==> src/rtl/serial_add_sub.sv <==
// Bit-serial adder/subtractor: one full-adder cell plus a carry flop, LSB first.
// Operands are captured on an accepted start; the result appears WIDTH cycles later with a done pulse.
//
// state | meaning
// IDLE  | waiting for start; result registers hold the last result
// RUN   | one bit processed per clock; completes when count reaches WIDTH-1
module serial_add_sub #(
   parameter int WIDTH = 8
) (
   input  logic             clk,
   input  logic             rst,
   input  logic             start,
   input  logic             sub,
   input  logic [WIDTH-1:0] a,
   input  logic [WIDTH-1:0] b,
   output logic             busy,
   output logic             done,
   output logic [WIDTH-1:0] sum,
   output logic             cout,
   output logic             overflow
);

   localparam int CW = $clog2(WIDTH) + 1;
   localparam int PW = WIDTH - 1;
   localparam logic [CW-1:0] LAST = CW'(WIDTH - 1);

   typedef enum logic {IDLE, RUN} state_t;

   state_t          state;
   logic [WIDTH-1:0] op_a;
   logic [WIDTH-1:0] op_b;
   logic [PW-1:0]    partial;
   logic             carry;
   logic [CW-1:0]    count;

   logic ha1_s, ha1_c, ha2_c, s, co;

   // Full-adder cell built from two half adders and an OR.
   always_comb begin
      ha1_s = op_a[0] ^ op_b[0];
      ha1_c = op_a[0] & op_b[0];
      s     = ha1_s ^ carry;
      ha2_c = ha1_s & carry;
      co    = ha1_c | ha2_c;
   end

   always_ff @(posedge clk) begin
      if (rst) begin
         state    <= IDLE;
         op_a     <= '0;
         op_b     <= '0;
         partial  <= '0;
         carry    <= 1'b0;
         count    <= '0;
         busy     <= 1'b0;
         done     <= 1'b0;
         sum      <= '0;
         cout     <= 1'b0;
         overflow <= 1'b0;
      end else begin
         done <= 1'b0;
         case (state)
            IDLE: begin
               if (start) begin
                  op_a  <= a;
                  op_b  <= sub ? ~b : b;
                  carry <= sub;
                  count <= '0;
                  busy  <= 1'b1;
                  state <= RUN;
               end
            end
            RUN: begin
               // The lowest partial bit would only ever be shifted out, so it is not stored.
               partial <= PW'({s, partial} >> 1);
               op_a    <= op_a >> 1;
               op_b    <= op_b >> 1;
               carry   <= co;
               count   <= count + CW'(1);
               if (count == LAST) begin
                  sum      <= {s, partial};
                  cout     <= co;
                  overflow <= carry ^ co;
                  done     <= 1'b1;
                  busy     <= 1'b0;
                  state    <= IDLE;
               end
            end
            default: state <= IDLE;
         endcase
      end
   end

endmodule

==> config.mk <==
export PLATFORM = sky130hd
export DESIGN_NAME = serial_add_sub
export DESIGN_NICKNAME = d
export VERILOG_FILES = /design/src/rtl/serial_add_sub.sv
export SDC_FILE = /design/constraint.sdc
export NUM_CORES = 1
export LEC_CHECK = 0
export CAP_MARGIN = 20
export CORE_ASPECT_RATIO = 0.9
export CORE_MARGIN = 3
export CORE_UTILIZATION = 55
export CTS_BUF_LIST = sky130_fd_sc_hd__clkbuf_8
export DETAILED_ROUTE_END_ITERATION = 16
export PLACE_DENSITY = 0.84
export SYNTH_ARGS = -nofsm -noshare
export SYNTH_HDL_FRONTEND = slang
export SYNTH_SLANG_ARGS = --single-unit
==> constraint.sdc <==
create_clock -name clk -period 2.7 [get_ports clk]
set_input_delay 0.81 -clock clk [delete_from_list [all_inputs] [get_ports clk]]
set_output_delay 0.81 -clock clk [all_outputs]
set_load 0.05 [all_outputs]
==> flow_summary.rst, run 1 <==
.. list-table::
   :header-rows: 1

   * - Metric
     - Value
   * - CTS tree
     - built
   * - Crit Path Max Fanout
     - 2
   * - Slew Limit Headroom
     - 50.1%
   * - RSZ-0062 raised after global routing
     - no
   * - Number of hold buffers added after CTS
     - 0
   * - Final critical-path required period
     - 2.26 ns
   * - Max_cap viols
     - 0
   * - Net count of the finished layout
     - 217
   * - Maximum ir drop on the vdd rail
     - 481 uV
   * - Mapped Avg Cell Area
     - 10.2 sq um
   * - Sum of negative setup slack
     - 0 ns
   * - Depth of the worst register-to-register path
     - 4
   * - Netlist cell types
     - 25
   * - Growth of design area from synthesis to finish
     - 24.3%
   * - Worst-margin pin slew
     - 0.745 ns
   * - Maximum number of pins on one net before global-route repair
     - 42
   * - Clock tree root driver cell
     - clkbuf_8
   * - Number of instances in the synthesized netlist
     - 168
   * - Final routed wirelength across all metal layers
     - 3410 um
   * - Setup slack, reg-to-reg
     - 1.13 ns
   * - Insertion delay of the later-clocked pin in the worst-skew pair
     - 0.29 ns
   * - Total CTS buffers
     - 5
   * - Buffers from clock root to sink, at most
     - 2
   * - HP Start
     - op_b[2]
   * - Syn Std Cell Area
     - 1720 sq um
   * - Clk slew on worst S/H paths
     - 0.07 ns
   * - Setup-failing EPs final
     - 0
   * - Starting density of the core
     - 60.1%
   * - Setup crit start kind
     - flip-flop
   * - Drt wl/cell
     - 14.4 um
   * - Crit. Startpoint
     - sum[7]
   * - Number of buffers inserted to repair setup after CTS
     - 0
   * - Total vias in the final route
     - 1,281
   * - Floorplan die width
     - 64.9 um
   * - Sinks on Clock Net
     - 41
   * - Fin. Hold Viols
     - 0
   * - WP data arrival
     - 1.45 ns
   * - Number of search-and-repair iterations in the first detailed-routing pass
     - 4
   * - Violation count after the first detailed-routing iteration
     - 42
   * - End of the worst hold path
     - op_b[1]
   * - Critical path class
     - reg2out
   * - Share of the clock period used by the worst path after layout
     - 83.8%
   * - Power per unit of standard cell area
     - 607 nW/um^2
   * - Cell leakage power
     - 0.000853 uW
   * - Max H-tree Level
     - 2
   * - Via count of the first global-routing pass
     - 1,229
   * - Startpoint of the worst-slack reg-to-reg timing path
     - count[0]
   * - Count of input and output buffers
     - 31
   * - Fillcell total
     - 218
   * - Result of the run
     - finished clean
   * - Flip-flop and latch count after synthesis
     - 41
   * - Die area
     - 3830 sq um
   * - Final Total Pwr
     - 1300 uW
   * - Cells resized by post-CTS repair
     - 0
   * - Via count normalized by instance count
     - 5.43
   * - Cell count of the worst hold path
     - 2
   * - Wire length of the first global-routing pass
     - 5570 um
   * - Class of the most critical hold timing path
     - reg2reg
   * - Worst r2r dst
     - sum[6]
   * - Initial antenna violation count
     - 0
   * - Worst-path cell with the longest stage delay
     - clkdlybuf4s50_1
   * - Peak clock frequency supported by timing
     - 442 MHz
   * - Total global routing overflow
     - 0
   * - Req. time, crit path
     - 1.89 ns
   * - Top-level port count
     - 32
   * - WP buf/inv
     - 1
   * - Family with the most delay on the worst path
     - buffers and inverters
   * - DIE HEIGHT
     - 59.0 um
   * - Share of cells above drive strength 1
     - 6.63%
   * - Routability congestion estimate from global placement
     - 0.676
   * - Floorplan core area
     - 2860 sq um
   * - Core Rows
     - 18
   * - Diode count
     - 0
   * - Critical Path, Cell by Cell
     - clkdlybuf4s50_1
   * - Aggregate global-route resource usage
     - 19.7%
   * - Placed wire-length estimate after detailed placement
     - 2310 um
   * - Sequential fraction of the synthesis area
     - 47.8%
   * - Count of unresolved DRC violations after routing
     - 0
   * - Synthesized net count
     - 190
   * - Skew final
     - 0.00311 ns
   * - Setup crit end kind
     - output port
   * - Crit-path max cell delay
     - 0.81 ns
   * - Syn. warnings
     - 0
   * - Max Slew Vio Count
     - 0
   * - Number of routed nets with antenna violations
     - 0
==> worst max-delay path by stage <==
stage,endpoint,cells after the start
after floorplan,op_a[0],4
after global placement,op_b[2],4
after detailed placement,op_b[6],4
after CTS,sum[7],1
after global routing,sum[7],1
final,sum[7],1
==> sequential cells by signal, indices dropped and copies added (netlist names) <==
name      count
state         1
count         4
done          1
partial       7
cout          1
overflow      1
sum           8
op_a          8
carry         1
busy          1
op_b          8
==> power breakdown <==
part	switching [uW]	leakage [uW]	internal, uW
sequential	16.0	0.000334	629
clock	199	0.0000626	297
combinational	74.5	0.000456	80.0
==> cell families after synthesis <==
group	after synthesis	synth area share (%)
AOI/OAI and AO/OA	34	14.9
muxes	25	15.2
DFF	41	47.8
and+or+nand+nor	41	10.4
xor gates and xnor gates	9	4.59
buffers and inverters	16	5.17
adders and majority gates	2	1.89
==> cell usage after synthesis, drive strengths merged <==
cell type	n	share of area, %
nor2	27	5.9
xnor2	8	4.1
mux2i	16	9.3
dfxtp	41	48
a22o	10	5.1
clkbuf	1	0.22
nor3b	2	0.87
a21oi	11	3.2
fa	1	1.2
nor3	1	0.29
inv	2	0.44
a211oi	2	0.87
nand4b	1	0.51
a211o	7	3.6
nand3	1	0.29
mux2	9	5.9
a2111oi	1	0.87
nand2	8	1.7
o21a	3	1.3
xor2	1	0.51
buf	13	4.5
ha	1	0.73
nor2b	1	0.80
==> through the flow <==
step / utilization (%) / instance area, sq um / std cells / hold WS [ns] / setup WS [ns]
global route: 74.7 / 2140 / 236 / 0.486 / 0.391
finish: 74.7 / 2140 / 236 / 0.473 / 0.437
global placement: 70.6 / 2020 / 228 / 0.448 / 0.481
detailed placement: 70.6 / 2020 / 228 / 0.464 / 0.427
floorplan: - / 1720 / 168 / 0.441 / 1.11
CTS: 74.7 / 2140 / 236 / 0.473 / 0.427
==> area by class of cell <==
class	instances	area, sq um	share of cell area (%)
sequential	41	821	38.4
clock inverter	2	33.8	1.58
tap	40	50.0	2.34
multi-input combinational	111	808	37.8
timing repair buffer	34	333	15.6
inverter	2	7.51	0.351
clock buffer	6	82.6	3.87
==> metal layers <==
metal | vias up | part of all wire (%) | global-route usage, %
met4 | 0 | 0.85 | 6.33
met5 | - | 0 | 0
met3 | 4 | 4.4 | 8.16
met1 | 612 | 43 | 20.6
li1 | 636 | - | -
met2 | 29 | 52 | 36.0
==> placed cells by master, fill, tap and decap left out, drive strengths merged, types with 2 or more instances in the layout <==
cell           count
a211o              7
a22o              10
o21a               3
mux2i             16
dfxtp             41
mux2               9
nor2              27
nor3b              2
xnor2              8
nand2              8
inv                3
a21oi             11
a211oi             2
clkbuf             6
clkdlybuf4s50     31
buf                3
No activity file was read; power rests on OpenSTA's default activity.
==> inputs of run 2 (changes only) <==
--- a/config.mk
+++ b/config.mk
@@ -8,10 +8,10 @@
 export CAP_MARGIN = 20
 export CORE_ASPECT_RATIO = 0.9
 export CORE_MARGIN = 3
-export CORE_UTILIZATION = 55
+export CORE_UTILIZATION = 48
 export CTS_BUF_LIST = sky130_fd_sc_hd__clkbuf_8
 export DETAILED_ROUTE_END_ITERATION = 16
-export PLACE_DENSITY = 0.84
+export PLACE_DENSITY = 0.77
 export SYNTH_ARGS = -nofsm -noshare
 export SYNTH_HDL_FRONTEND = slang
 export SYNTH_SLANG_ARGS = --single-unit
==> constraint.sdc (replaced) <==
create_clock -name clk -period 1.9 [get_ports clk]
set_input_delay 0.57 -clock clk [delete_from_list [all_inputs] [get_ports clk]]
set_output_delay 0.57 -clock clk [all_outputs]
set_load 0.05 [all_outputs]
==> run 2 against run 1 <==
  * Hold slack worse by 0.0010 ns
  * Sequential power grew 42%
  * Die area increased by 13%
  * Non-clock buffer count is 4 higher
  * Design area is 0.64% higher
  * Wire length is 4.4% lower
  * Critical path depth rose by 4
  * Power rose by 42%
  * Critical path type is now in2reg
  * Largest cell class unchanged
==> flow_summary.rst, run 2 (same netlist as run 1, synthesis figures left out) <==
.. list-table::
   :header-rows: 1

   * - Metric
     - Value
   * - Result of the run
     - finished clean
   * - Slew Limit Headroom
     - 55.6% (+5.4 points)
   * - Net count of the finished layout
     - 221 (+1.8%)
   * - Number of hold buffers added after CTS
     - 0 (unchanged)
   * - Buffers from clock root to sink, at most
     - 2 (unchanged)
   * - Cell leakage power
     - 0.000893 uW (+4.7%)
   * - Via count of the first global-routing pass
     - 1,303 (+6.0%)
   * - Growth of design area from synthesis to finish
     - 25.1%
   * - Share of cells above drive strength 1
     - 15.0% (+8.4 points)
   * - Max Slew Vio Count
     - 0 (unchanged)
   * - Setup crit start kind
     - input port
   * - Count of unresolved DRC violations after routing
     - 0 (unchanged)
   * - Via count normalized by instance count
     - 5.15 (-5.1%)
   * - RSZ-0062 raised after global routing
     - no
   * - Wire length of the first global-routing pass
     - 5620 um (+0.99%)
   * - Fillcell total
     - 271 (+24%)
   * - Number of buffers inserted to repair setup after CTS
     - 0 (unchanged)
   * - Sum of negative setup slack
     - 0 ns (unchanged)
   * - Maximum ir drop on the vdd rail
     - 471 uV (-2.1%)
   * - Total global routing overflow
     - 0 (unchanged)
   * - WP buf/inv
     - 2 (+1)
   * - Floorplan core area
     - 3230 sq um (+13%)
   * - Routability congestion estimate from global placement
     - 0.703 (+4.0%)
   * - Setup slack of the critical path after layout
     - 0.303 ns (-0.134 ns)
   * - Largest registers
     - op_a (8), op_b (8), sum (8)
   * - Highest-count cells in the layout ignoring fill and taps
     - 41 x dfxtp_1, 27 x nor2_1, 19 x clkdlybuf4s50_1, 18 x buf_4, 16 x mux2i_1
   * - Most common cell after layout, fill and taps aside
     - dfxtp_1
   * - Count of input and output buffers
     - 31 (unchanged)
   * - Max H-tree Level
     - 2 (unchanged)
   * - Diode count
     - 0 (unchanged)
   * - Total vias in the final route
     - 1,247 (-2.7%)
   * - Worst-path cell with the longest stage delay
     - clkdlybuf4s50_1
   * - Final critical-path required period
     - 1.60 ns
   * - Clk slew on worst S/H paths
     - 0.08 ns (about the same)
   * - Worst setup timing slack at the placement stage
     - 0.000142 ns (-0.427 ns)
   * - Placed wire-length estimate after detailed placement
     - 2260 um (-2.1%)
   * - Max_cap viols
     - 0 (unchanged)
   * - Number of routed nets with antenna violations
     - 0 (unchanged)
   * - Final routed wirelength across all metal layers
     - 3260 um (-4.4%)
   * - CTS tree
     - built
   * - Peak clock frequency supported by timing
     - 626 MHz
   * - Violation count after the first detailed-routing iteration
     - 93 (+120%)
   * - Core Rows
     - 19 (+1)
   * - Area of all placed cells without fillers
     - 2150 sq um (+0.64%)
   * - Insertion delay of the later-clocked pin in the worst-skew pair
     - 0.29 ns (about the same)
   * - Class of the most critical hold timing path
     - reg2reg
   * - Critical Path, Cell by Cell
     - clkdlybuf4s50_1 > buf_4 > mux2_1 > mux2i_1 > nor2_1
   * - Setup-failing EPs final
     - 0 (unchanged)
   * - Power per unit of standard cell area
     - 855 nW/um^2 (+41%)
   * - Skew final
     - 0.00712 ns (+0.00401 ns)
   * - Initial antenna violation count
     - 0 (unchanged)
   * - Total CTS buffers
     - 5 (unchanged)
   * - Drt wl/cell
     - 13.5 um (-6.8%)
   * - WP data arrival
     - 1.77 ns (+0.32 ns)
   * - Sinks on Clock Net
     - 41 (unchanged)
   * - Die area
     - 4330 sq um (+13%)
   * - Crit Path Max Fanout
     - 9 (+7)
   * - Clock tree root driver cell
     - clkbuf_8
   * - Placed Instance Area
     - 2030 sq um (+0.74%)
   * - Req. time, crit path
     - 2.08 ns (+0.19 ns)
   * - Cells resized by post-CTS repair
     - 0 (unchanged)
   * - Worst-margin pin slew
     - 0.664 ns (-0.0813 ns)
   * - Area occupied by multi-input gates
     - 808 sq um (unchanged)
   * - Setup crit end kind
     - flip-flop
   * - Crit-path max cell delay
     - 0.51 ns (-0.30 ns)
   * - Fin. Hold Viols
     - 0 (unchanged)
   * - Top-level port count
     - 32 (unchanged)
   * - Family with the most delay on the worst path
     - buffers and inverters
   * - Share of the clock period used by the worst path after layout
     - 84.0%
   * - Aggregate global-route resource usage
     - 15.9% (-3.8 points)
   * - Floorplan die width
     - 69.1 um (+6.4%)
   * - Hold_ws
     - 0.472 ns (-0.00102 ns)
   * - Footprint of the flip-flops and latches
     - 821 sq um (unchanged)
   * - Critical path class
     - in2reg
   * - DIE HEIGHT
     - 62.8 um (+6.3%)
   * - Maximum number of pins on one net before global-route repair
     - 30 (-29%)
   * - Number of search-and-repair iterations in the first detailed-routing pass
     - 4 (unchanged)
   * - Starting density of the core
     - 53.1% (-6.9 points)
run 2: area by class of cell:
type / instances / share of cell area, %
clock buffers: 5 / 3.20
clock inverters: 3 / 2.15
inverters: 2 / 0.349
multi-input cells: 111 / 37.6
flip-flops and latches: 41 / 38.2
well taps: 42 / 2.44
repair buffers: 38 / 16.1
run 2: worst min-delay path, delay by kind of cell (launching register included):
kind | cells | cell delay, ns
DFF | 1 | 0.32
and+or+nand+nor | 1 | 0.06
AOI/OAI and AO/OA | 1 | 0.05
run 2: through the flow:
stage | utilization (%) | power (uW) | instances
detailed placement | 62.9 | 1160 | 234
global placement | 62.9 | 1150 | 234
floorplan | - | 1090 | 168
CTS | 66.5 | 1860 | 242
finish | 66.5 | 1840 | 242
global route | 66.5 | 1920 | 242
run 2: metal layers:
layer | part of all wire [%] | routed length [um] | up-vias | GRT usage [%]
met5 | 0 | 0 | - | 0
met4 | 0.95 | 31 | 0 | 5.12
met3 | 4.9 | 158 | 4 | 4.50
met2 | 49 | 1600 | 26 | 28.3
met1 | 45 | 1470 | 579 | 18.2
li1 | - | - | 638 | -
run 2: report_power, final:
| part | switching [uW] | leakage [uW] | internal [uW] |
|---|---|---|---|
| combinational | 104 | 0.000505 | 121 |
| clock | 305 | 0.0000543 | 393 |
| sequential | 21.4 | 0.000334 | 894 |
run 2: path summary, 6_finish.rpt:
path	start	end	slack, ns	cells past startpoint
worst max-delay path	start	op_a[0]	0.30	5
worst min-delay path	op_b[7]	op_b[6]	0.47	2
worst max register to register	count[0]	sum[0]	0.40	4
worst min register to register	op_b[7]	op_b[6]	0.47	2
